--- src/rtl/a2s_pkg.sv ---
`default_nettype none
// +----------------------------------------------------------------------------+
// | Module   : a2s_pkg                                                         |
// | Purpose  : Shared constants for the AXI-read-to-stream prefetch controller:|
// |            fetch FSM state encoding, AXI OKAY response code and a          |
// |            constant clog2 helper used to size pointers.                    |
// | Revision : 1.0  initial release                                            |
// +----------------------------------------------------------------------------+
package a2s_pkg;

  // Fetch FSM state encoding
  localparam logic [1:0] ST_IDLE  = 2'd0;
  localparam logic [1:0] ST_ADDR  = 2'd1;
  localparam logic [1:0] ST_DATA  = 2'd2;
  localparam logic [1:0] ST_DRAIN = 2'd3;

  localparam logic [1:0] AXI_RESP_OKAY = 2'b00;

  // Smallest r with 2**r >= value; evaluated at elaboration time only
  function automatic int clog2(input int value);
    int r;
    r = 0;
    while ((1 << r) < value) begin
      r = r + 1;
    end
    return r;
  endfunction

endpackage
`default_nettype wire

--- src/rtl/a2s_bank_tracker.sv ---
`default_nettype none
// +----------------------------------------------------------------------------+
// | Module   : a2s_bank_tracker                                                |
// | Purpose  : Holds one valid flag per prefetch buffer bank. A bank is set    |
// |            when its burst has been fully written and cleared once the      |
// |            consumer has read its last word. flush clears every flag.       |
// | Ports    : clk, rst (async, active-high)                                   |
// |            flush            clear all flags (highest priority)             |
// |            set_en/set_idx   mark bank set_idx valid                        |
// |            clr_en/clr_idx   mark bank clr_idx free                         |
// |            bank_valid       current flag vector                            |
// | Revision : 1.0  initial release                                            |
// +----------------------------------------------------------------------------+
module a2s_bank_tracker
  import a2s_pkg::*;
#(
  parameter int BANK_NUM = 2,
  parameter int NW       = 1
) (
  input  logic                clk,
  input  logic                rst,
  input  logic                flush,
  input  logic                set_en,
  input  logic [NW-1:0]       set_idx,
  input  logic                clr_en,
  input  logic [NW-1:0]       clr_idx,
  output logic [BANK_NUM-1:0] bank_valid
);

  logic [BANK_NUM-1:0] valid_d;
  logic [BANK_NUM-1:0] valid_q;

  // Set wins over clear on the same bank: a clear there can only come from a
  // consumer that ran into a bank still being filled (an underrun), and the
  // freshly written data must not be discarded.
  always_comb begin
    valid_d = valid_q;
    for (int i = 0; i < BANK_NUM; i++) begin
      if (clr_en && (clr_idx == NW'(i))) begin
        valid_d[i] = 1'b0;
      end
      if (set_en && (set_idx == NW'(i))) begin
        valid_d[i] = 1'b1;
      end
    end
    if (flush) begin
      valid_d = '0;
    end
  end

  always_ff @(posedge clk or posedge rst) begin
    if (rst) begin
      valid_q <= '0;
    end else begin
      valid_q <= valid_d;
    end
  end

  assign bank_valid = valid_q;

endmodule
`default_nettype wire

--- src/rtl/a2s_prefetch_ctrl.sv ---
`default_nettype none
// +----------------------------------------------------------------------------+
// | Module   : a2s_prefetch_ctrl                                               |
// | Purpose  : AXI-read-to-stream controller with BANK_NUM-bank prefetch.      |
// |            Issues INCR bursts from an OCM ring, writes the beats into an   |
// |            external banked buffer and frees each bank once the consumer    |
// |            has read past it. Flags protocol errors and consumer underrun.  |
// | Ports    : AXI_clk, rst (async, active-high), sync (sync restart)          |
// |            Oen/Oaddr            consumer read strobe / buffer read address |
// |            a2s_cnt              banks consumed since sync                  |
// |            AXI_raddr/arlen/arvalid/arready   AR channel                    |
// |            AXI_rvalid/rready/rlast/rresp     R channel                     |
// |            a2s_addr/a2s_en      buffer write address / enable              |
// |            a2s_err, underrun    sticky status, cleared by sync             |
// | Revision : 1.0  initial release                                            |
// +----------------------------------------------------------------------------+
module a2s_prefetch_ctrl
  import a2s_pkg::*;
#(
  parameter logic [31:0] OCM_HADDR = 32'hfffc0000,
  parameter int          OCM_WIDTH = 16,
  parameter int          BURST_LEN = 16,
  parameter int          BANK_NUM  = 2,
  localparam int         BW        = clog2(BURST_LEN),
  localparam int         NW        = clog2(BANK_NUM)
) (
  input  logic             AXI_clk,
  input  logic             rst,
  input  logic             sync,
  input  logic             Oen,
  output logic [NW+BW-1:0] Oaddr,
  output logic [31:0]      a2s_cnt,
  output logic [31:0]      AXI_raddr,
  output logic [7:0]       AXI_arlen,
  output logic             AXI_arvalid,
  input  logic             AXI_arready,
  input  logic             AXI_rvalid,
  output logic             AXI_rready,
  input  logic             AXI_rlast,
  input  logic [1:0]       AXI_rresp,
  output logic [NW+BW-1:0] a2s_addr,
  output logic             a2s_en,
  output logic             a2s_err,
  output logic             underrun
);

  // fetch_idx spans exactly the ring, so its natural overflow is the wrap
  localparam int            FW        = OCM_WIDTH - 2 - BW;
  localparam logic [BW-1:0] LAST_BEAT = BW'(BURST_LEN - 1);

  // ---------------------------------------------------------------------------
  // State
  // ---------------------------------------------------------------------------
  logic [NW+BW-1:0] rd_ptr_d,     rd_ptr_q;
  logic [31:0]      cnt_d,        cnt_q;
  logic             underrun_d,   underrun_q;
  logic             err_d,        err_q;
  logic [1:0]       state_d,      state_q;
  logic [NW-1:0]    fill_bank_d,  fill_bank_q;
  logic [FW-1:0]    fetch_idx_d,  fetch_idx_q;
  logic [BW-1:0]    beat_d,       beat_q;
  logic             arvalid_d,    arvalid_q;
  logic             rready_d,     rready_q;
  logic [31:0]      raddr_d,      raddr_q;
  logic             drain_pend_d, drain_pend_q;

  logic [BANK_NUM-1:0] bank_valid;
  logic [NW-1:0]       rd_bank;
  logic [BW-1:0]       rd_word;
  logic                rd_bank_done;
  logic                r_hs;
  logic                fill_done;
  logic [31:0]         fetch_addr;

  assign rd_bank      = rd_ptr_q[NW+BW-1:BW];
  assign rd_word      = rd_ptr_q[BW-1:0];
  assign rd_bank_done = Oen && (rd_word == LAST_BEAT) && !sync;
  assign r_hs         = AXI_rvalid && rready_q;
  // A burst completes on the beat count, not on rlast
  assign fill_done    = (state_q == ST_DATA) && r_hs && (beat_q == LAST_BEAT) && !sync;
  assign fetch_addr   = OCM_HADDR | 32'({fetch_idx_q, {(BW + 2){1'b0}}});

  // ---------------------------------------------------------------------------
  // Bank valid flags
  // ---------------------------------------------------------------------------
  a2s_bank_tracker #(
    .BANK_NUM (BANK_NUM),
    .NW       (NW)
  ) u_bank_tracker (
    .clk        (AXI_clk),
    .rst        (rst),
    .flush      (sync),
    .set_en     (fill_done),
    .set_idx    (fill_bank_q),
    .clr_en     (rd_bank_done),
    .clr_idx    (rd_bank),
    .bank_valid (bank_valid)
  );

  // ---------------------------------------------------------------------------
  // Consumer side: the read pointer never stalls, an empty bank is reported
  // as underrun and the pointer still advances.
  // ---------------------------------------------------------------------------
  always_comb begin
    rd_ptr_d   = rd_ptr_q;
    cnt_d      = cnt_q;
    underrun_d = underrun_q;
    if (sync) begin
      rd_ptr_d   = '0;
      cnt_d      = '0;
      underrun_d = 1'b0;
    end else if (Oen) begin
      rd_ptr_d = rd_ptr_q + 1'b1;
      if (!bank_valid[rd_bank]) begin
        underrun_d = 1'b1;
      end
      if (rd_word == LAST_BEAT) begin
        cnt_d = cnt_q + 32'd1;
      end
    end
  end

  // ---------------------------------------------------------------------------
  // Fetch FSM
  // ---------------------------------------------------------------------------
  always_comb begin
    state_d      = state_q;
    arvalid_d    = arvalid_q;
    rready_d     = rready_q;
    raddr_d      = raddr_q;
    beat_d       = beat_q;
    drain_pend_d = drain_pend_q;
    fill_bank_d  = fill_bank_q;
    fetch_idx_d  = fetch_idx_q;
    err_d        = err_q;

    case (state_q)
      ST_IDLE: begin
        if (!bank_valid[fill_bank_q] && !sync) begin
          state_d   = ST_ADDR;
          arvalid_d = 1'b1;
          raddr_d   = fetch_addr;
        end
      end

      ST_ADDR: begin
        // An issued AR cannot be withdrawn; remember a restart seen while
        // waiting so the burst data gets discarded.
        if (sync) begin
          drain_pend_d = 1'b1;
        end
        if (AXI_arready) begin
          arvalid_d    = 1'b0;
          rready_d     = 1'b1;
          beat_d       = '0;
          drain_pend_d = 1'b0;
          state_d      = (sync || drain_pend_q) ? ST_DRAIN : ST_DATA;
        end
      end

      ST_DATA: begin
        if (r_hs) begin
          beat_d = beat_q + 1'b1;
          if ((AXI_rlast != (beat_q == LAST_BEAT)) || (AXI_rresp != AXI_RESP_OKAY)) begin
            err_d = 1'b1;
          end
          if (beat_q == LAST_BEAT) begin
            rready_d = 1'b0;
            state_d  = ST_IDLE;
            if (!sync) begin
              fill_bank_d = fill_bank_q + 1'b1;
              fetch_idx_d = fetch_idx_q + 1'b1;
            end
          end else if (sync) begin
            state_d = ST_DRAIN;
          end
        end else if (sync) begin
          state_d = ST_DRAIN;
        end
      end

      ST_DRAIN: begin
        if (r_hs) begin
          beat_d = beat_q + 1'b1;
          if (beat_q == LAST_BEAT) begin
            rready_d = 1'b0;
            state_d  = ST_IDLE;
          end
        end
      end

      default: begin
        state_d = ST_IDLE;
      end
    endcase

    if (sync) begin
      fill_bank_d = '0;
      fetch_idx_d = '0;
      err_d       = 1'b0;
    end
  end

  // ---------------------------------------------------------------------------
  // Registers
  // ---------------------------------------------------------------------------
  always_ff @(posedge AXI_clk or posedge rst) begin
    if (rst) begin
      rd_ptr_q     <= '0;
      cnt_q        <= '0;
      underrun_q   <= 1'b0;
      err_q        <= 1'b0;
      state_q      <= ST_IDLE;
      fill_bank_q  <= '0;
      fetch_idx_q  <= '0;
      beat_q       <= '0;
      arvalid_q    <= 1'b0;
      rready_q     <= 1'b0;
      raddr_q      <= '0;
      drain_pend_q <= 1'b0;
    end else begin
      rd_ptr_q     <= rd_ptr_d;
      cnt_q        <= cnt_d;
      underrun_q   <= underrun_d;
      err_q        <= err_d;
      state_q      <= state_d;
      fill_bank_q  <= fill_bank_d;
      fetch_idx_q  <= fetch_idx_d;
      beat_q       <= beat_d;
      arvalid_q    <= arvalid_d;
      rready_q     <= rready_d;
      raddr_q      <= raddr_d;
      drain_pend_q <= drain_pend_d;
    end
  end

  // ---------------------------------------------------------------------------
  // Outputs
  // ---------------------------------------------------------------------------
  assign Oaddr       = rd_ptr_q;
  assign a2s_cnt     = cnt_q;
  assign AXI_raddr   = raddr_q;
  assign AXI_arlen   = 8'(BURST_LEN - 1);
  assign AXI_arvalid = arvalid_q;
  assign AXI_rready  = rready_q;
  assign a2s_addr    = {fill_bank_q, beat_q};
  assign a2s_en      = r_hs && (state_q == ST_DATA);
  assign a2s_err     = err_q;
  assign underrun    = underrun_q;

endmodule
`default_nettype wire

--- config.mk ---
export PLATFORM = sky130hd
export DESIGN_NAME = a2s_prefetch_ctrl
export DESIGN_NICKNAME = d
export VERILOG_FILES = /design/src/rtl/a2s_pkg.sv /design/src/rtl/a2s_bank_tracker.sv /design/src/rtl/a2s_prefetch_ctrl.sv
export SDC_FILE = /design/constraint.sdc
export NUM_CORES = 1
export LEC_CHECK = 0
export CAP_MARGIN = 15
export CORE_UTILIZATION = 53
export DETAILED_ROUTE_END_ITERATION = 7
export PLACE_DENSITY = 0.86
export SETUP_SLACK_MARGIN = 0.4
export SLEW_MARGIN = 20
export SYNTH_ARGS = -nofsm -noshare
export SYNTH_HDL_FRONTEND = slang
export SYNTH_HIERARCHICAL = 1
export SYNTH_SLANG_ARGS = --single-unit
--- constraint.sdc ---
create_clock -name AXI_clk -period 3.3 [get_ports AXI_clk]
set_input_delay 0.33 -clock AXI_clk [delete_from_list [all_inputs] [get_ports AXI_clk]]
set_output_delay 0.33 -clock AXI_clk [all_outputs]
set_load 0.05 [all_outputs]
# After elaboration in Yosys (flattened, before gate mapping)
# Index checks and enable logic that the tools add are counted.
[word_totals]
register_bits = 72
latchBits = 0
mem_bits_rw = 0
mem_bits_ro = 0
input_bits = 9
out_inout_bits = 87
wordCells = 125
mem_count = 0
[classes]
add_sub_neg = 5
multipliers = 0
div_mod_pow = 0
magnitude_cmp = 2
eq_ne = 13
n_shift = 0
muxes = 50
bitwise_logic = 2
reduce_logical = 39
[ops]
columns = ["operator", "n"]
rows = [
  ["2-to-1 mux 32 bit", 3],
  ["2-to-1 mux 10 bit", 4],
  ["adder 32 x 1 -> 32 bit (second input constant)", 1],
  ["2-to-1 mux 1 bit", 27],
  ["nonzero test 2 bit", 10],
  ["2-to-1 mux 2 bit", 8],
  ["AND reduction 3 bit", 4],
  ["logical AND 1 bit", 11],
  ["adder 10 x 1 -> 10 bit (second input constant)", 1],
  ["2-to-1 mux 5 bit", 2],
  ["!= test 2 bit (second input constant)", 5],
  ["== test 4 bit (second input constant)", 2],
  ["2-to-1 mux 4 bit", 2],
  ["one-hot mux 2 bit (4 select lines)", 1],
  ["one-hot mux 4 bit (2 select lines)", 1],
  ["AND reduction 2 bit", 4],
  ["AND reduction 4 bit", 2],
  ["nonzero test 3 bit", 2],
  ["adder 5 x 1 -> 5 bit (second input constant)", 1],
  ["adder 4 x 1 -> 4 bit (second input constant)", 1],
  ["== test 2 bit (second input constant)", 2],
  ["less-than comparator 1 x 2 -> 1 bit (second input constant)", 2],
  ["!= test 2 x 1 -> 1 bit (second input constant)", 2],
  ["one-hot mux 1 bit (2 select lines)", 2],
  ["8 further kinds", 11],
]

# Logic depth before layout (Yosys ltp)
# Gate-level depths: netlist of run 1.
[logic_depth]
ltp_word = 7
mapped_depth = 7

# Hierarchy
# Netlist of run 1, hierarchy kept.
[modules_own_cells]
columns = ["module", "instances", "cells_each", "area_each_um2", "seq_area_each_um2"]
rows = [
  ["a2s_prefetch_ctrl", 1, 354, 3550.9, 1751.7],
  ["a2s_bank_tracker", 1, 10, 98.8, 50.0],
]

# Least setup slack after synthesis of run 1
# OpenSTA, ideal clock, no wires.
[synth_timing]
path_kind = "reg2reg"
startpoint = "register rd_ptr_q[0], in the netlist Oaddr[0]"
endpoint = "register cnt_q[27], in the netlist a2s_cnt[27]"
setup_ps = 66
t_arrival_ps = 2081
required_ps = 3234
setup_slack_ps = 1153
path_stages_with_launch = 8
n_path_buf = 1
cell_sequence = "dfrtp_1 > ha_1 > nand4_2 > buf_6 > nor2_4 > nand3_2 > or4_1 > nand2_1"
[synth_between]
elab_chain_len = 3
[synth_lines]
columns = ["item", "line", "rtl"]
rows = [
  ["from (decl)", "a2s_prefetch_ctrl.sv:54", "logic [NW+BW-1:0] rd_ptr_d, rd_ptr_q;"],
  ["from (signal assigned)", "a2s_prefetch_ctrl.sv:222", "rd_ptr_q <= rd_ptr_d;"],
  ["== test 4 bit", "a2s_prefetch_ctrl.sv:117", "if (rd_word == LAST_BEAT) begin"],
  ["nonzero test 2 bit (no source line)", "--", ""],
  ["AND reduction 2 bit (no source line)", "--", ""],
  ["to (signal assigned)", "a2s_prefetch_ctrl.sv:223", "cnt_q <= cnt_d;"],
  ["to (decl)", "a2s_prefetch_ctrl.sv:55", "logic [31:0] cnt_d, cnt_q;"],
]
# No other way between the ends.
# A chain may end at the register's enable or synchronous reset.

# Worst setup path in the final report of run 1
[layout_timing]
startpoint = "input port AXI_rvalid"
endpoint = "output port a2s_en"
[layout_between]
elab_chain_len = 2
[layout_lines]
columns = ["item", "line", "rtl"]
rows = [
  ["from (decl)", "a2s_prefetch_ctrl.sv:37", "input logic AXI_rvalid,"],
  ["logical AND 1 bit", "a2s_prefetch_ctrl.sv:78", "assign r_hs = AXI_rvalid && rready_q;"],
  ["logical AND 1 bit", "a2s_prefetch_ctrl.sv:247", "assign a2s_en = r_hs && (state_q == ST_DATA);"],
  ["to (decl)", "a2s_prefetch_ctrl.sv:42", "output logic a2s_en,"],
]
# No other way between the ends.

==> results of run 1 <==
-- worst paths after layout --
kind                                  start                            to  cells past startpoint
worst max-delay path             AXI_rvalid                        a2s_en                      4
worst max register to register     Oaddr[0]                   a2s_cnt[28]                      6
min in group AXI_clk            AXI_arvalid                   AXI_arvalid                      1
worst min-delay path                    rst  u_bank_tracker/bank_valid[1]                      2
max in group asynchronous               rst                   a2s_cnt[25]                      3
worst min register to register  AXI_arvalid                   AXI_arvalid                      1
-- Yosys cell counts, drive strengths merged (6+ instances only) --
library cell and number:
o21ai 11, nor3 6, a21oi 7, mux2 10, nor2 58, buf 32, nand2 26, inv 9
xor2 32, dfrtp 72, nand3 19, xnor2 10, nand4 19, clkbuf 9
-- power breakdown --
group / internal (uW) / switching (uW) / leakage, uW
Combinational: 224 / 534 / 0.000911
Clock: 497 / 326 / 0.000123
Sequential: 937 / 63.6 / 0.000977
-- area by class of cell --
class	instances	area [sq um]
Clock buffer	9	124
Sequential cell	72	1800
Inverter	9	33.8
Multi-Input combinational cell	256	1590
Fill cell	460	1920
Tap cell	77	96.3
Clock inverter	7	110
Timing Repair Buffer	82	821
-- per-layer routing --
metal  vias up  wire, um
met3        12       357
met4         0       116
met5         -         0
met1      1323      3330
met2        73      3690
li1       1309         -
-- state kept, by name, indices dropped and copies added (netlist names), 2 cells and up --
register                   cells
a2s_cnt                       32
fetch_idx_q                   10
beat_q                         4
state_q                        2
Oaddr                          5
u_bank_tracker/bank_valid      2
AXI_raddr                     11
-- worst reg2reg max path: cells and delay by family, from the launching register on --
| family | cells | cell delay [ns] |
|---|---|---|
| compound gates | 2 | 0.56 |
| fa+ha+maj | 1 | 0.20 |
| flops | 1 | 0.41 |
| simple gates | 3 | 0.94 |
-- cell families (layout without fill, tap and decap cells) --
family,after synthesis,count (layout),synth area share (%)
other cells,2,16,0.206
xor+xnor,42,42,10.1
fa+ha+maj,4,4,1.37
compound gates,23,23,3.70
mux,15,15,4.46
simple gates,156,156,22.3
buf+inv,50,107,8.54
flops,72,72,49.4
-- stage by stage --
stage | hold WS [ns] | setup slack, ns | cell area (sq um)
floorplan | 0.0712 | 1.15 | 3700
global placement | 0.463 | 0.740 | 4340
detailed placement | 0.471 | 0.705 | 4340
CTS | 0.164 | 0.768 | 4580
global route | 0.175 | 0.688 | 4580
finish | 0.180 | 0.759 | 4580
==> reports/metrics.cfg, run 1 <==
[sta]
final.min_clock_period_ns=2.54
hold_violations=0
fin_setup_tns_ns=0
slew_headroom_pct=30.0
rsz0062_at_grt=no
finClkSkew_ns=0.0105
period_share_pct=77.0
tightest_slew_ns=1.05
setup_viol=0
report.final.slew_viol_count=0
timing.fmax_ghz=0.394

[critical_path]
crit_path_max_fanout=10
cpLargestDelayFamily=buffers and inverters
cpPeakStageDelay_ns=0.84
worstPathRequired_ns=2.97
startpoint_type=primary input
critical_path.most_common_cell=clkdlybuf4s50_1
worstSetupPathType=primary input to output pin
slowest_stage=clkdlybuf4s50_1
path_cells=clkdlybuf4s50_1 -> nand3_1 -> nor2_1 -> clkdlybuf4s50_1
path_buf_inv=2
crit_arrival_ns=2.21
r2r_slack_ns=1.10
end_kind=output pin

[global_route]
first_global_vias=2685
grt_max_degree=61
grt.busiest_layer=met2
antenna_found_initial=0
met2_usage_pct=35.0
grt_pass1_wl_mm=12.6
grt-ovfl-total=0
grtUsageTotal_pct=22.2
grt_use_met1_pct=30.1
met3_usage_pct=5.16

[cts]
post_cts_resized=0
cts_max_path_buffers=2
cts_hold_buf=0
numCtsBuffers=9
insertion_delay_ns=0.35
clk_pin_slew_ns=0.07
cts-htree-levels=3
cts_setup_buffers=0
cts_tree=built
cts_sinks=72
clockRootBuffer=clkbuf_8

[synthesis]
synth_top_area_share_pct=49.4
avgSynthCellArea_sq_um=10.0
synthTopCellsByArea=dfrtp_1 (49%), xor2_1 (7.7%), buf_4 (6.4%), nor2_1 (5.7%), mux2_2 (3.1%)
ys_async_sr_fraction_pct=100
yosysSeqAreaShare_pct=49.4
syn-cell-area_sq_um=3650
ys_types=40
ys_ff_latch=72
yosys_warnings=6
synth_area_leader_cell=dfrtp_1
ys.flop_type=dfrtp_1
synth_edf_count=0
syn_inst=364

[final_layout]
fin_cells=512
layout-drive-gt1-share_pct=10.1
area_growth_pct=25.4
layout.nets=443
final_common_cell=clkdlybuf4s50_1
finish.utilization_pct=70.4
antenna_cells=0
most-common-layout-cells=clkdlybuf4s50_1 (78), dfrtp_1 (72), nor2_1 (55)

[status]
outcome=finished clean

[routing]
vias_per_cell=5.31
ant_nets=0
dr.pass1.iters=4
routed_wl_mm=7.49
via_count=2717
drc=0
first_iter_violations=143
drt-wirelength-per-cell_um=14.6

[min_path]
hold_path_class=primary input to async pin

[power]
power_uw=2580
ir_drop_mv=0.319
powerDensity_nw_per_um2=564
p_leak_uw=0.00201

[floorplanning]
die_area_sq_um=7220
die_w_um=85.0
core_area_sq_um=6490
chipHeight_um=85.0
start_util_pct=56.2
ios=96
rows=29

[placed_design]
place_inst=496
port_buffers=79
gp_congestion=0.783
post-dp-hpwl_mm=5.21

[flow_run]
cap_violations=0

Note: power is estimated with default switching activity, not from simulation.
==> run 2: changes to the inputs <==
- CORE_UTILIZATION: 53 -> 49
- PLACE_DENSITY: 0.86 -> 0.8
- clock period: 3.3 -> 2.6 ns (I/O delays scaled with it)
==> run 2 against run 1 <==
- sequential power is 28% higher
- die area increased by 8.0%
- critical path depth is 3 lower
- clock-buffer cell count up 4
- flip-flop and latch count is the same
==> reports/metrics.cfg, run 2 (synthesis results as in run 1) <==
[status]
outcome=finished clean

[final_layout]
layout.nets=451
final.fill_count=578
final_common_cell=clkdlybuf4s50_1
finish.utilization_pct=64.2
largest_reg_flops=32
area_growth_pct=27.0
most-common-layout-cells=clkdlybuf4s50_1 (77), dfrtp_1 (72), nor2_1 (55)
layout-drive-gt1-share_pct=11.5
antenna_cells=0

[critical_path]
slowest_stage=clkdlybuf4s50_1
cpLargestDelayFamily=buffers and inverters
startpoint_type=register
cpPeakStageDelay_ns=0.88
worstPathRequired_ns=2.34
path_cells=clkdlybuf4s50_1
end_kind=output pin
crit_arrival_ns=1.78
path_buf_inv=1
crit_path_max_fanout=15
worstSetupPathType=register to output pin

[placed_design]
port_buffers=79
post-place-ws_ns=0.298
post-dp-hpwl_mm=5.28
gp_congestion=0.757

[global_route]
antenna_found_initial=0
grt-ovfl-total=0
grt_max_degree=44
first_global_vias=2532
grt_pass1_wl_mm=12.1
grtUsageTotal_pct=20.3

[sta]
period_share_pct=78.4
report.final.slew_viol_count=0
hold_violations=0
tightest_slew_ns=0.702
rsz0062_at_grt=no
timing.final.ws_setup_ns=0.562
final.min_clock_period_ns=2.04
holdWs_ns=0.169
timing.fmax_ghz=0.491
slew_headroom_pct=53.1
setup_viol=0
fin_setup_tns_ns=0
finClkSkew_ns=0.00614

[floorplanning]
rows=31
die_w_um=88.3
chipHeight_um=88.3
ios=96
start_util_pct=50.6
die_area_sq_um=7800
core_area_sq_um=7210

[cts]
cts_max_path_buffers=2
cts-htree-levels=3
clk_pin_slew_ns=0.07
cts_hold_buf=0
clockRootBuffer=clkbuf_8
cts_tree=built
numCtsBuffers=9
cts_sinks=72
insertion_delay_ns=0.33

[power]
ir_drop_mv=0.326
powerDensity_nw_per_um2=675
p_leak_uw=0.00204

[routing]
vias_per_cell=5.13
first_iter_violations=207
drc=0
drt-wirelength-per-cell_um=14.0
ant_nets=0
dr.pass1.iters=4
routed_wl_mm=7.61
via_count=2780

[min_path]
hold_path_class=primary input to async pin

[flow_run]
cap_violations=0

[run 2: repair_timing]
| action | CTS | global route |
|---|---|---|
| setup endpoints to repair | 0 | 6 |
| setup buffers | 0 | 3 |
| resized for setup | 0 | 1 |
[run 2: final cells by class]
class                           count  area [sq um]  area share (%)
Clock inverter                      3          40.0           0.864
Clock buffer                       13           159            3.43
Multi-Input combinational cell    256          1600            34.5
Inverter                            9          33.8           0.729
Timing Repair Buffer               90           878            19.0
Sequential cell                    72          1800            38.9
Tap cell                           99           124            2.67
[run 2: worst paths after layout]
path / to / slack [ns] / from / cells after the start
max reg2reg: a2s_cnt[28] / 0.60 / Oaddr[0] / 6
max in group asynchronous: a2s_cnt[26] / 1.53 / rst / 3
min in group AXI_clk: fetch_idx_q[5] / 0.31 / sync / 2
min reg2reg: AXI_arvalid / 0.49 / AXI_arvalid / 1
max: AXI_raddr[25] / 0.56 / AXI_raddr[18] / 1
min: u_bank_tracker/bank_valid[0] / 0.17 / rst / 2
[run 2: where the power goes]
part | leakage, uW | switching [uW] | total [uW] | internal (uW)
sequential | 0.000977 | 86.2 | 1280 | 1190
combinational | 0.000964 | 680 | 970 | 291
clock | 0.000103 | 389 | 883 | 494
total | 0.00204 | 1150 | 3130 | 1970
[run 2: metal layers]
metal / vias up / GRT usage [%] / share of wire [%]
li1: 1325 / - / -
met1: 1359 / 29.0 / 46
met2: 87 / 30.7 / 48
met3: 9 / 3.45 / 4.7
met4: 0 / 8.50 / 1.1
met5: - / 0 / 0
[run 2: through the flow]
step	power (uW)	area, sq um	instances
after floorplan	2070	3700	378
after global placement	2250	4400	523
after detailed placement	2270	4400	523
after CTS	3150	4600	539
after global routing	3270	4630	542
final	3130	4630	542
==> run 3: changes to the inputs <==
- CORE_UTILIZATION: 49 -> 44
- PLACE_DENSITY: 0.8 -> 0.76
- clock period: 2.6 -> 1.7 ns (I/O delays scaled with it)
==> run 3 against run 2 <==
- sequential share of layout area decreased by 6.6 points
- critical path type is now register to register
- wire length is 30% higher
- non-clock buffer count grew 67
- global-route usage increased by 2.4 points
- via count rose by 14%
- clock-buffer cell count fell by 3
- sequential power is 52% higher
- clock power up 94%
==> reports/metrics.cfg, run 3 (synthesis results as in run 1) <==
[power]
ir_drop_mv=0.631
p_leak_uw=0.00262
powerDensity_nw_per_um2=979

[critical_path]
crit_path_max_fanout=4
crit_arrival_ns=1.95
end_kind=register
startpoint_type=register
worstPathRequired_ns=1.99
crit-reg2reg-launch=a2s_cnt[5]
regToRegEndpoint=a2s_cnt[27]
reg2reg_depth=5
worstSetupPathType=register to register
r2r_slack_ns=0.04

[routing]
vias_per_cell=5.16
drc=0
drt-wirelength-per-cell_um=16.1
dr.pass1.iters=5
first_iter_violations=115
routed_wl_mm=9.86
via_count=3157
ant_nets=0

[final_layout]
largest_reg_flops=32
area_growth_pct=56.7
layout-drive-gt1-share_pct=52.7
design_area_sq_um=5720
antenna_cells=0
final_common_cell=buf_4
fin_cells=612
most-common-layout-cells=buf_4 (85), nor2_1 (50), buf_6 (42)
finish.utilization_pct=72.5
layout.nets=518

[floorplanning]
start_util_pct=46.3
rows=32
ios=96
die_area_sq_um=8660
chipHeight_um=93.1
die_w_um=93.1
core_area_sq_um=7890

[placed_design]
gp_congestion=0.874
post-dp-hpwl_mm=5.92
placement.cell_area_sq_um=4690
port_buffers=79
place_inst=548

[cts]
cts_sinks=72
clk_pin_slew_ns=0.08
cts_tree=built
cts_max_path_buffers=2
insertion_delay_ns=0.35
clockRootBuffer=clkbuf_8
cts-htree-levels=3
numCtsBuffers=9

[global_route]
grt_pass1_wl_mm=15.1
grtUsageTotal_pct=22.7
grt-ovfl-total=0
grt_max_degree=40
first_global_vias=3098
antenna_found_initial=0

[flow_run]
cap_violations=0

[sta]
rsz0062_at_grt=yes
final.min_clock_period_ns=1.66
hold_violations=0
timing.fmax_ghz=0.603
setup_viol=0
report.final.slew_viol_count=0
period_share_pct=97.6
finClkSkew_ns=0.00946

[min_path]
hold_path_class=primary input to async pin

[status]
outcome=finished clean

run 3: final cells by class:
| class | count | area, sq um |
|---|---|---|
| fill | 536 | 2170 |
| multi-input combinational | 256 | 1980 |
| sequential | 72 | 1850 |
| timing repair buffer | 157 | 1480 |
| clock buffer | 10 | 138 |
| tap | 102 | 128 |
| clock inverter | 6 | 115 |
| inverter | 9 | 37.5 |
run 3: worst max-delay path, cell delays in order, from the launching register on:
cell and delay, ns:
dfrtp_2 0.43, nand3_4 0.12, nor4_4 0.31, nand3_2 0.17, or4_1 0.50, nand2_1 0.08
run 3: how the worst max path moves through the flow:
stage                     startpoint           to  slack, ns
final                     a2s_cnt[5]  a2s_cnt[27]       0.04
after global routing        Oaddr[1]   a2s_cnt[9]     -0.003
after CTS                   Oaddr[1]  a2s_cnt[24]       0.13
after detailed placement         Oen  a2s_cnt[28]      -0.12
after global placement           Oen  a2s_cnt[28]      -0.05
after floorplan             Oaddr[0]  a2s_cnt[27]      -0.21
run 3: timing repair:
item | 4_1_cts | 5_1_grt
cloned | 1 | 0
setup endpoints to repair | 86 | 101
gates resized for setup | 60 | 80
hold buffers | 0 | 0
buffers inserted | 33 | 14
pin swaps | 25 | 28
hold endpoints to repair | 0 | 0
run 3: report_power, final:
part | internal, uW | switching [uW]
registers | 1830 | 106
clock network | 1020 | 686
logic | 713 | 1240
run 3: stage by stage:
step / setup TNS, ns / total power, uW / hold slack, ns / setup WS, ns
after detailed placement: -0.705 / 3550 / 0.461 / -0.118
after CTS: 0 / 5430 / 0.0774 / 0.127
after floorplan: -0.906 / 3270 / -0.0888 / -0.215
after global routing: -0.00299 / 5800 / 0.0838 / -0.00299
final: 0 / 5600 / 0.101 / 0.0414
after global placement: -0.143 / 3520 / 0.452 / -0.0461
run 3: metal layers:
layer / GRT usage [%] / part of all wire (%) / vias to the layer above / routed length (um)
met5: 0 / 0 / - / 0
li1: - / - / 1459 / -
met3: 8.46 / 5.5 / 19 / 546
met1: 26.4 / 39 / 1578 / 3870
met2: 39.2 / 53 / 101 / 5260
met4: 6.28 / 1.8 / 0 / 179
